<file path="config.mk">
export PLATFORM = sky130hd
export DESIGN_NAME = imem_access_ctrl
export DESIGN_NICKNAME = d
export VERILOG_FILES = /design/src/rtl/imem_pkg.sv /design/src/rtl/imem_addr_check.sv /design/src/rtl/imem_access_ctrl.sv
export SDC_FILE = /design/constraint.sdc
export NUM_CORES = 1
export LEC_CHECK = 0
export CELL_PAD_IN_SITES_DETAIL_PLACEMENT = 0
export CELL_PAD_IN_SITES_GLOBAL_PLACEMENT = 1
export CORE_MARGIN = 2
export CORE_UTILIZATION = 40
export CTS_CLUSTER_DIAMETER = 120
export DETAILED_ROUTE_END_ITERATION = 8
export DONT_BUFFER_PORTS = 1
export GPL_ROUTABILITY_DRIVEN = 0
export PLACE_DENSITY = 0.79
export SKIP_CTS_REPAIR_TIMING = 1
export SYNTH_ARGS = -nofsm -noshare
export SYNTH_HDL_FRONTEND = slang
export SYNTH_SLANG_ARGS = --single-unit
</file>
<file path="constraint.sdc">
create_clock -name SYS_clk -period 3.1 [get_ports SYS_clk]
set_input_delay 0.155 -clock SYS_clk [delete_from_list [all_inputs] [get_ports SYS_clk]]
set_output_delay 0.155 -clock SYS_clk [all_outputs]
set_load 0.01 [all_outputs]
</file>
<file path="src/rtl/imem_pkg.sv">
// imem_pkg: shared state encodings and constants for the instruction-memory access controller.
// Supplies a default for `INS_START_ADDRESS when the build does not define it.
`ifndef INS_START_ADDRESS
`define INS_START_ADDRESS 32'h0000_1000
`endif
package imem_pkg;
    localparam logic [31:0] DEF_BASE_ADDR = `INS_START_ADDRESS;
    localparam logic [31:0] NOP = 32'h0000_0013;
    typedef enum logic [1:0] {
        ST_CLEAR = 2'd0,
        ST_RUN   = 2'd1,
        ST_LOAD  = 2'd2
    } state_t;
endpackage

</file>
<file path="src/rtl/imem_addr_check.sv">
// imem_addr_check: maps a byte address to a word index and flags misaligned or out-of-array addresses.
module imem_addr_check #(
    parameter logic [31:0] BASE_ADDR = 32'h0000_1000,
    parameter int          DEPTH     = 1001,
    parameter int          IDX_W     = 10
) (
    input  logic [31:0]      i_addr,
    output logic [IDX_W-1:0] o_idx,
    output logic             o_in_range
);
    logic [31:0] w_off;
    always_comb begin
        w_off      = i_addr - BASE_ADDR;
        o_idx      = w_off[IDX_W+1:2];
        o_in_range = (i_addr[1:0] == 2'b00) && (i_addr >= BASE_ADDR) && (w_off < 32'(DEPTH) * 32'd4);
    end
endmodule

</file>
<file path="src/rtl/imem_access_ctrl.sv">
// imem_access_ctrl: owns the instruction-memory port; zero-fills after reset, then serves fetches and loader bursts.
// Optional IMEM_LOAD_CHECKSUM_EN adds ld_csum, the running sum of words written by the current burst.
module imem_access_ctrl
    import imem_pkg::*;
#(
    parameter logic [31:0] BASE_ADDR = DEF_BASE_ADDR,
    parameter int          DEPTH     = 1001,
    parameter int          IDX_W     = 10
) (
    input  logic             SYS_clk,
    input  logic             SYS_reset,
    input  logic             core_req,
    input  logic [31:0]      core_pc,
    output logic             core_ack,
    output logic [31:0]      core_instr,
    output logic             core_stall,
    output logic             fetch_fault,
    input  logic             ld_valid,
    output logic             ld_ready,
    input  logic [31:0]      ld_addr,
    input  logic [31:0]      ld_data,
    input  logic             ld_last,
    output logic             ld_err,
`ifdef IMEM_LOAD_CHECKSUM_EN
    output logic [31:0]      ld_csum,
`endif
    output logic [IDX_W-1:0] mem_idx,
    output logic             mem_we,
    output logic [31:0]      mem_wdata,
    input  logic [31:0]      mem_rdata,
    output logic             init_done
);
    state_t             r_state;
    state_t             w_next;
    logic [IDX_W-1:0]   r_clr_cnt;
    logic               r_ack;
    logic [31:0]        r_instr;
    logic               r_fault;
    logic               r_ld_err;
    logic               r_init_done;
    logic [31:0]        w_addr;
    logic [IDX_W-1:0]   w_idx;
    logic               w_ok;
    logic               w_hs;
    logic               w_fetch;
    logic               w_enter_load;

    // One checker shared by both paths: LOAD owns the port, otherwise the fetch PC does.
    assign w_addr = (r_state == ST_LOAD) ? ld_addr : core_pc;

    imem_addr_check #(
        .BASE_ADDR (BASE_ADDR),
        .DEPTH     (DEPTH),
        .IDX_W     (IDX_W)
    ) u_addr_check (
        .i_addr     (w_addr),
        .o_idx      (w_idx),
        .o_in_range (w_ok)
    );

    always_comb begin
        w_next     = r_state;
        mem_we     = 1'b0;
        mem_idx    = '0;
        mem_wdata  = '0;
        ld_ready   = 1'b0;
        core_stall = 1'b1;
        w_hs       = 1'b0;
        case (r_state)
            ST_CLEAR: begin
                mem_we  = 1'b1;
                mem_idx = r_clr_cnt;
                w_next  = (r_clr_cnt == IDX_W'(DEPTH - 1)) ? ST_RUN : ST_CLEAR;
            end
            ST_RUN: begin
                core_stall = 1'b0;
                mem_idx    = (core_req && w_ok) ? w_idx : '0;
                w_next     = ld_valid ? ST_LOAD : ST_RUN;
            end
            ST_LOAD: begin
                ld_ready  = 1'b1;
                w_hs      = ld_valid;
                mem_we    = ld_valid && w_ok;
                mem_idx   = (ld_valid && w_ok) ? w_idx : '0;
                mem_wdata = (ld_valid && w_ok) ? ld_data : '0;
                w_next    = (ld_valid && ld_last) ? ST_RUN : ST_LOAD;
            end
            default: w_next = ST_CLEAR;
        endcase
        w_fetch      = (r_state == ST_RUN) && core_req;
        w_enter_load = (r_state == ST_RUN) && (w_next == ST_LOAD);
    end

    always_ff @(posedge SYS_clk) begin
        if (SYS_reset) begin
            r_state     <= ST_CLEAR;
            r_clr_cnt   <= '0;
            r_ack       <= 1'b0;
            r_instr     <= '0;
            r_fault     <= 1'b0;
            r_ld_err    <= 1'b0;
            r_init_done <= 1'b0;
        end else begin
            r_state     <= w_next;
            r_clr_cnt   <= (r_state == ST_CLEAR) ? r_clr_cnt + IDX_W'(1) : r_clr_cnt;
            r_init_done <= r_init_done || ((r_state == ST_CLEAR) && (w_next == ST_RUN));
            r_ack       <= w_fetch;
            r_fault     <= w_fetch && !w_ok;
            r_instr     <= w_fetch ? (w_ok ? mem_rdata : NOP) : r_instr;
            r_ld_err    <= w_enter_load ? 1'b0 : (r_ld_err || (w_hs && !w_ok));
        end
    end

`ifdef IMEM_LOAD_CHECKSUM_EN
    logic [31:0] r_csum;
    always_ff @(posedge SYS_clk) begin
        if (SYS_reset)
            r_csum <= '0;
        else
            r_csum <= w_enter_load ? 32'd0 : (mem_we && r_state == ST_LOAD) ? r_csum + ld_data : r_csum;
    end
    assign ld_csum = r_csum;
`endif

    assign core_ack    = r_ack;
    assign core_instr  = r_instr;
    assign fetch_fault = r_fault;
    assign ld_err      = r_ld_err;
    assign init_done   = r_init_done;
endmodule

</file>
# == Yosys cells after proc, flatten, opt, wreduce, memory -nomap -nowiden ==
# Index checks and enable logic that the tools add are counted.
# totals
mem_bits_rw,0
input_bits,133
rom_bits,0
wordCells,47
mem_count,0
regBits,48
latchBits,0
# classes
div_mod_pow,0
n_mux,15
magnitude_cmp,2
eq_ne,5
n_addsub,2
n_reduce_logical,16
bitwise_logic,0
multipliers,0
shift,0
# op_table
operator,n
$mux W32,4
$ge A32 B13 Y1 const B,1
$lt A32 B12 Y1 const B,1
$sub A32 B13 Y32 const B,1
$pmux W10 S3,1
$mux W10,2
$add A10 B1 Y10 const B,1
$eq A10 B10 Y1 const B,1
$logic_and A1 B1 Y1,10
$pmux W2 S3,1
$eq A2 B1 Y1 const B,2
$eq A2 B2 Y1 const B,2
$logic_not A2 Y1,2
$mux W1,4
$mux W2,2
$logic_or A1 B1 Y1,2
$pmux W1 S2,1
$reduce_or A2 Y1,1
$logic_not A1 Y1,1

# == Logic depth before layout (Yosys ltp) ==
# depth
depth_word,8
mapped_depth,11
depth_no_buf,8

# == By module ==
# A second synthesis with hierarchy kept.
# unflattened
hier_cells,405
hier_area_um2,2880.3
# modules_own_cells
mod,cells_each,seq_area_each_um2,area_each_um2,instances
imem_access_ctrl,382,960.9,2690.1,1
imem_addr_check,23,0.0,190.2,1

# == Worst setup path before layout ==
# Ideal clock, no wire load.
# synth_timing
path_type,reg2out
from,register r_state[0]
to,output port mem_idx[0]
arrival_ps,2473
path_stages_with_launch,10
setup_slack_ps,472
t_required_ps,2945
n_path_buf,1
path_cell_list,dfxtp_1 > nand2b_2 > inv_2 > mux2_4 > a2111oi_0 > xor2_1 > mux2_4 > nor3_2 > buf_2 > a221o_1
# synth_between
elab_chain_len,8
elab_cells_between_ends,15
classes_between,add/sub: 1; order compare: 2; eq/ne: 2; mux: 4; reduce/logical: 6
# synth_rtl
item,line,rtl
"start, declared",imem_access_ctrl.sv:33,state_t r_state;
"start signal, assigned",imem_access_ctrl.sv:104,r_state <= w_next;
$eq A2 B2 Y1,"imem_access_ctrl.sv:49, imem_access_ctrl.sv:69",
$mux W32,imem_access_ctrl.sv:49,assign w_addr = (r_state == ST_LOAD) ? ld_addr : core_pc;
"$sub A32 B13 Y32, or another cell as far along",imem_addr_check.sv:13,w_off = i_addr - BASE_ADDR;
$lt A32 B12 Y1 or $logic_and A1 B1 Y1 (tied branches),imem_addr_check.sv:15,o_in_range = (i_addr[1:0] == 2'b00) && (i_addr >= BASE_ADDR) && (w_off < 32'(DEPTH) * 32'd4);
$logic_and A1 B1 Y1,imem_addr_check.sv:15,
"$logic_and A1 B1 Y1, on equally long branches","imem_access_ctrl.sv:84, imem_access_ctrl.sv:77",
"$mux W10, on equally long branches","imem_access_ctrl.sv:84, imem_access_ctrl.sv:77",
$pmux W10 S3 (*),imem_access_ctrl.sv:69,case (r_state)
"end, declared",imem_access_ctrl.sv:27,"output logic [IDX_W-1:0] mem_idx,"
# Mark *: on every way between the ends. The rest lies on a longest branch, timed or not.

# == Worst setup path in the final report ==
# Ends and elaborated chain as after synthesis.

==> impl_metrics.tcl <==
set metrics [dict create \
    ys_ff_latch 48 \
    path_class "reg2out" \
    postSynthAreaPerCell_sq_um 8.76 \
    tightest_slew_ns 1.10 \
    power_leakage_nw 1.26 \
    slew_headroom_pct 26.8 \
    synth_nets 433 \
    place_ws_ns 0.00752 \
    final_max_slew_viol_count 0 \
    clock_latency_ns 0.30 \
    ir_worst_vdd_v 0.000286 \
    cts_tree "yes" \
    finalPower_mw 1.26 \
    fmax_ghz 0.339 \
    grt_pass1_vias 2348 \
    critPathArrivalTime_ns 2.79 \
    antenna_found_initial 0 \
    crit_chain "buf_4, nor4b_4, nand3b_1, buf_4, a2111oi_4, xor2_1, mux2_4, nor3_4, buf_4, clkbuf_16, a221o_1" \
    avgRoutedWirePerCell_microns 21.4 \
    place_hpwl_mm 6.42 \
    die_y_microns 84.8 \
    drc 0 \
    required_ns 2.94 \
    status "finished, final reports clean" \
    synthArstFlopShare_pct 0 \
    core_region_area_sq_um 6310 \
    design.portCount 214 \
    critPathMostFrequentCell "buf_4" \
    p_per_area_nw_per_um2 377 \
    crit_fanout 11 \
    yosys.cell_types.count 48 \
    fillerInstances 570 \
    synthFlopType "dfxtp_1" \
    synth_area_sq_um 2610 \
    cp-end-kind "primary output" \
    htreeDepth 2 \
    hold_path_class "in2reg" \
    layout.nets 471 \
    port_buffers 0 \
    drtAntennaViolNets 0 \
    track_usage_pct 21.0 \
    worst-path-buf-inv 4 \
    dieArea_sq_um 7190 \
    fin_ws_ns 0.152 \
    slowest_stage "a2111oi_4" \
    slowest_delay_ns 0.39 \
    gr-total-overflow 0 \
    crit_family "compound AO/OA/AOI/OAI gates" \
    seq_area_frac_synth_pct 36.8 \
    antenna_cells 0 \
    cts.clk_slew.worst_paths_ns 0.09 \
    hold_slack_ns 0.0114 \
    drive_gt1_share_pct 12.5 \
    cts_made_buffers 5 \
    drv_cap 0 \
    finalHoldViolCount 0 \
    cts_max_path_buffers 2 \
    root_buffer "clkbuf_8" \
    yosysWarnings 0 \
    netlist_top_cells_area "dfxtp_1 (37%), a22o_1 (10%), and2_1 (9.8%)" \
    setup-tns-final_ns 0 \
    first_pass_iters 6 \
    syn_to_final_growth_pct 27.9 \
    finalSetupViolations 0 \
    die_x_microns 84.8 \
    min_period_ns 2.95 \
    synth_top_area_share_pct 36.8 \
    grt_first_pass_wirelength_mm 12.0 \
    synth_edf_count 0 \
    clock_sinks 48 \
    first_iter_violations 138 \
    synthCells 298 \
    rows 29 \
    start_util_pct 41.4 \
    via_per_inst 6.15 \
    grt_max_degree 43 \
    vias 2545 \
    synth_top_cell_by_area "dfxtp_1" \
    totalWireLength_mm 8.86 \
    skew_ns 0.00532 \
    critPathLaunchType "register" \
    min_period_over_period_pct 95.1 \
]
==> layer usage <==
layer / vias up / share of wire, % / track usage (%) / wire length, microns
li1: 1177 / - / - / -
met1: 1200 / 37 / 25.0 / 3300
met2: 159 / 52 / 37.4 / 4640
met3: 9 / 9.5 / 6.10 / 841
met4: 0 / 1.0 / 4.91 / 89
met5: - / 0 / 0 / 0
==> per-stage QoR <==
stage	instance area, sq um	instances	util, %
2_1_floorplan	2610	298	-
3_3_place_gp	2710	366	42.9
3_5_place_dp	2710	366	42.9
4_1_cts	2840	374	45.0
5_1_grt	3340	414	52.9
6_report	3340	414	52.9
==> flip-flops by register name, indices dropped and copies added (netlist names) <==
register	count
r_clr_cnt	10
core_ack	1
fetch_fault	1
r_state	2
init_done	1
core_instr	32
ld_err	1
==> worst reg2reg max path: cells and delay by family (launching register included) <==
family	cells	cell delay [ns]
mux	1	0.32
xor+xnor	1	0.13
flops	1	0.32
compound gates	2	0.61
buf+inv	4	0.84
simple gates	3	0.52
==> power by group <==
group | internal [mW] | switching, mW | total (mW)
clock network | 0.325 | 0.214 | 0.539
registers | 0.619 | 0.00358 | 0.623
logic | 0.0513 | 0.0452 | 0.0965
total | 0.995 | 0.263 | 1.26
==> layout make-up <==
cell class	count	area [sq um]	area share (%)
clock buffer	5	68.8	2.06
tap	77	96.3	2.88
inverter	9	33.8	1.01
timing repair buffer	48	485	14.5
clock inverter	3	68.8	2.06
multi-input combinational	224	1630	48.7
sequential	48	961	28.8
==> final timing paths <==
| check | from | to | slack, ns | depth (start not counted) |
|---|---|---|---|---|
| setup / recovery | r_state[0] | mem_idx[0] | 0.15 | 11 |
| hold / removal | ld_valid | r_state[1] | 0.01 | 2 |
| setup reg to reg | r_state[0] | core_instr[2] | 0.30 | 11 |
| hold reg to reg | r_clr_cnt[9] | r_clr_cnt[9] | 0.52 | 2 |
==> kinds of logic (layout without fill, tap and decap cells) <==
family / Yosys count / in the layout / share of synthesized area (%)
compound gates: 72 / 72 / 22.5
xor+xnor: 12 / 12 / 4.03
fa+ha+maj: 2 / 2 / 0.958
buf+inv: 26 / 65 / 4.31
flops: 48 / 48 / 36.8
mux: 6 / 6 / 2.68
simple gates: 132 / 132 / 28.7
==> cell usage after synthesis, types with 2 or more instances <==
master / count
a21oi_1: 6
a22o_1: 30
nand4b_1: 5
nor3_2: 2
a2111oi_0: 2
nor2_1: 34
nor3b_1: 2
mux2i_1: 4
ha_1: 2
nand3_1: 4
o211ai_1: 3
nor3_1: 10
a221o_1: 10
xnor2_1: 3
nand4_1: 5
and2_1: 41
dfxtp_1: 48
a211oi_1: 5
nor4_1: 7
o21ai_0: 4
xor2_1: 9
buf_1: 2
buf_2: 6
nand2_1: 12
inv_1: 8
mux2_4: 2
a2bb2oi_1: 2
and4_1: 2
o31ai_1: 2
clkbuf_1: 8
==> placed cells by master (no fill, tap or decap), types with 6 or more instances in the layout <==
cell type	synthesis	final
a21oi_1	6	6
a221o_1	10	10
a22o_1	30	30
and2_1	41	41
buf_4	0	13
dfxtp_1	48	48
dlygate4sd3_1	0	30
inv_1	8	8
nand2_1	12	12
nor2_1	34	33
nor3_1	10	10
nor4_1	7	6
xor2_1	9	9
No activity file was read; power rests on OpenSTA's default activity.
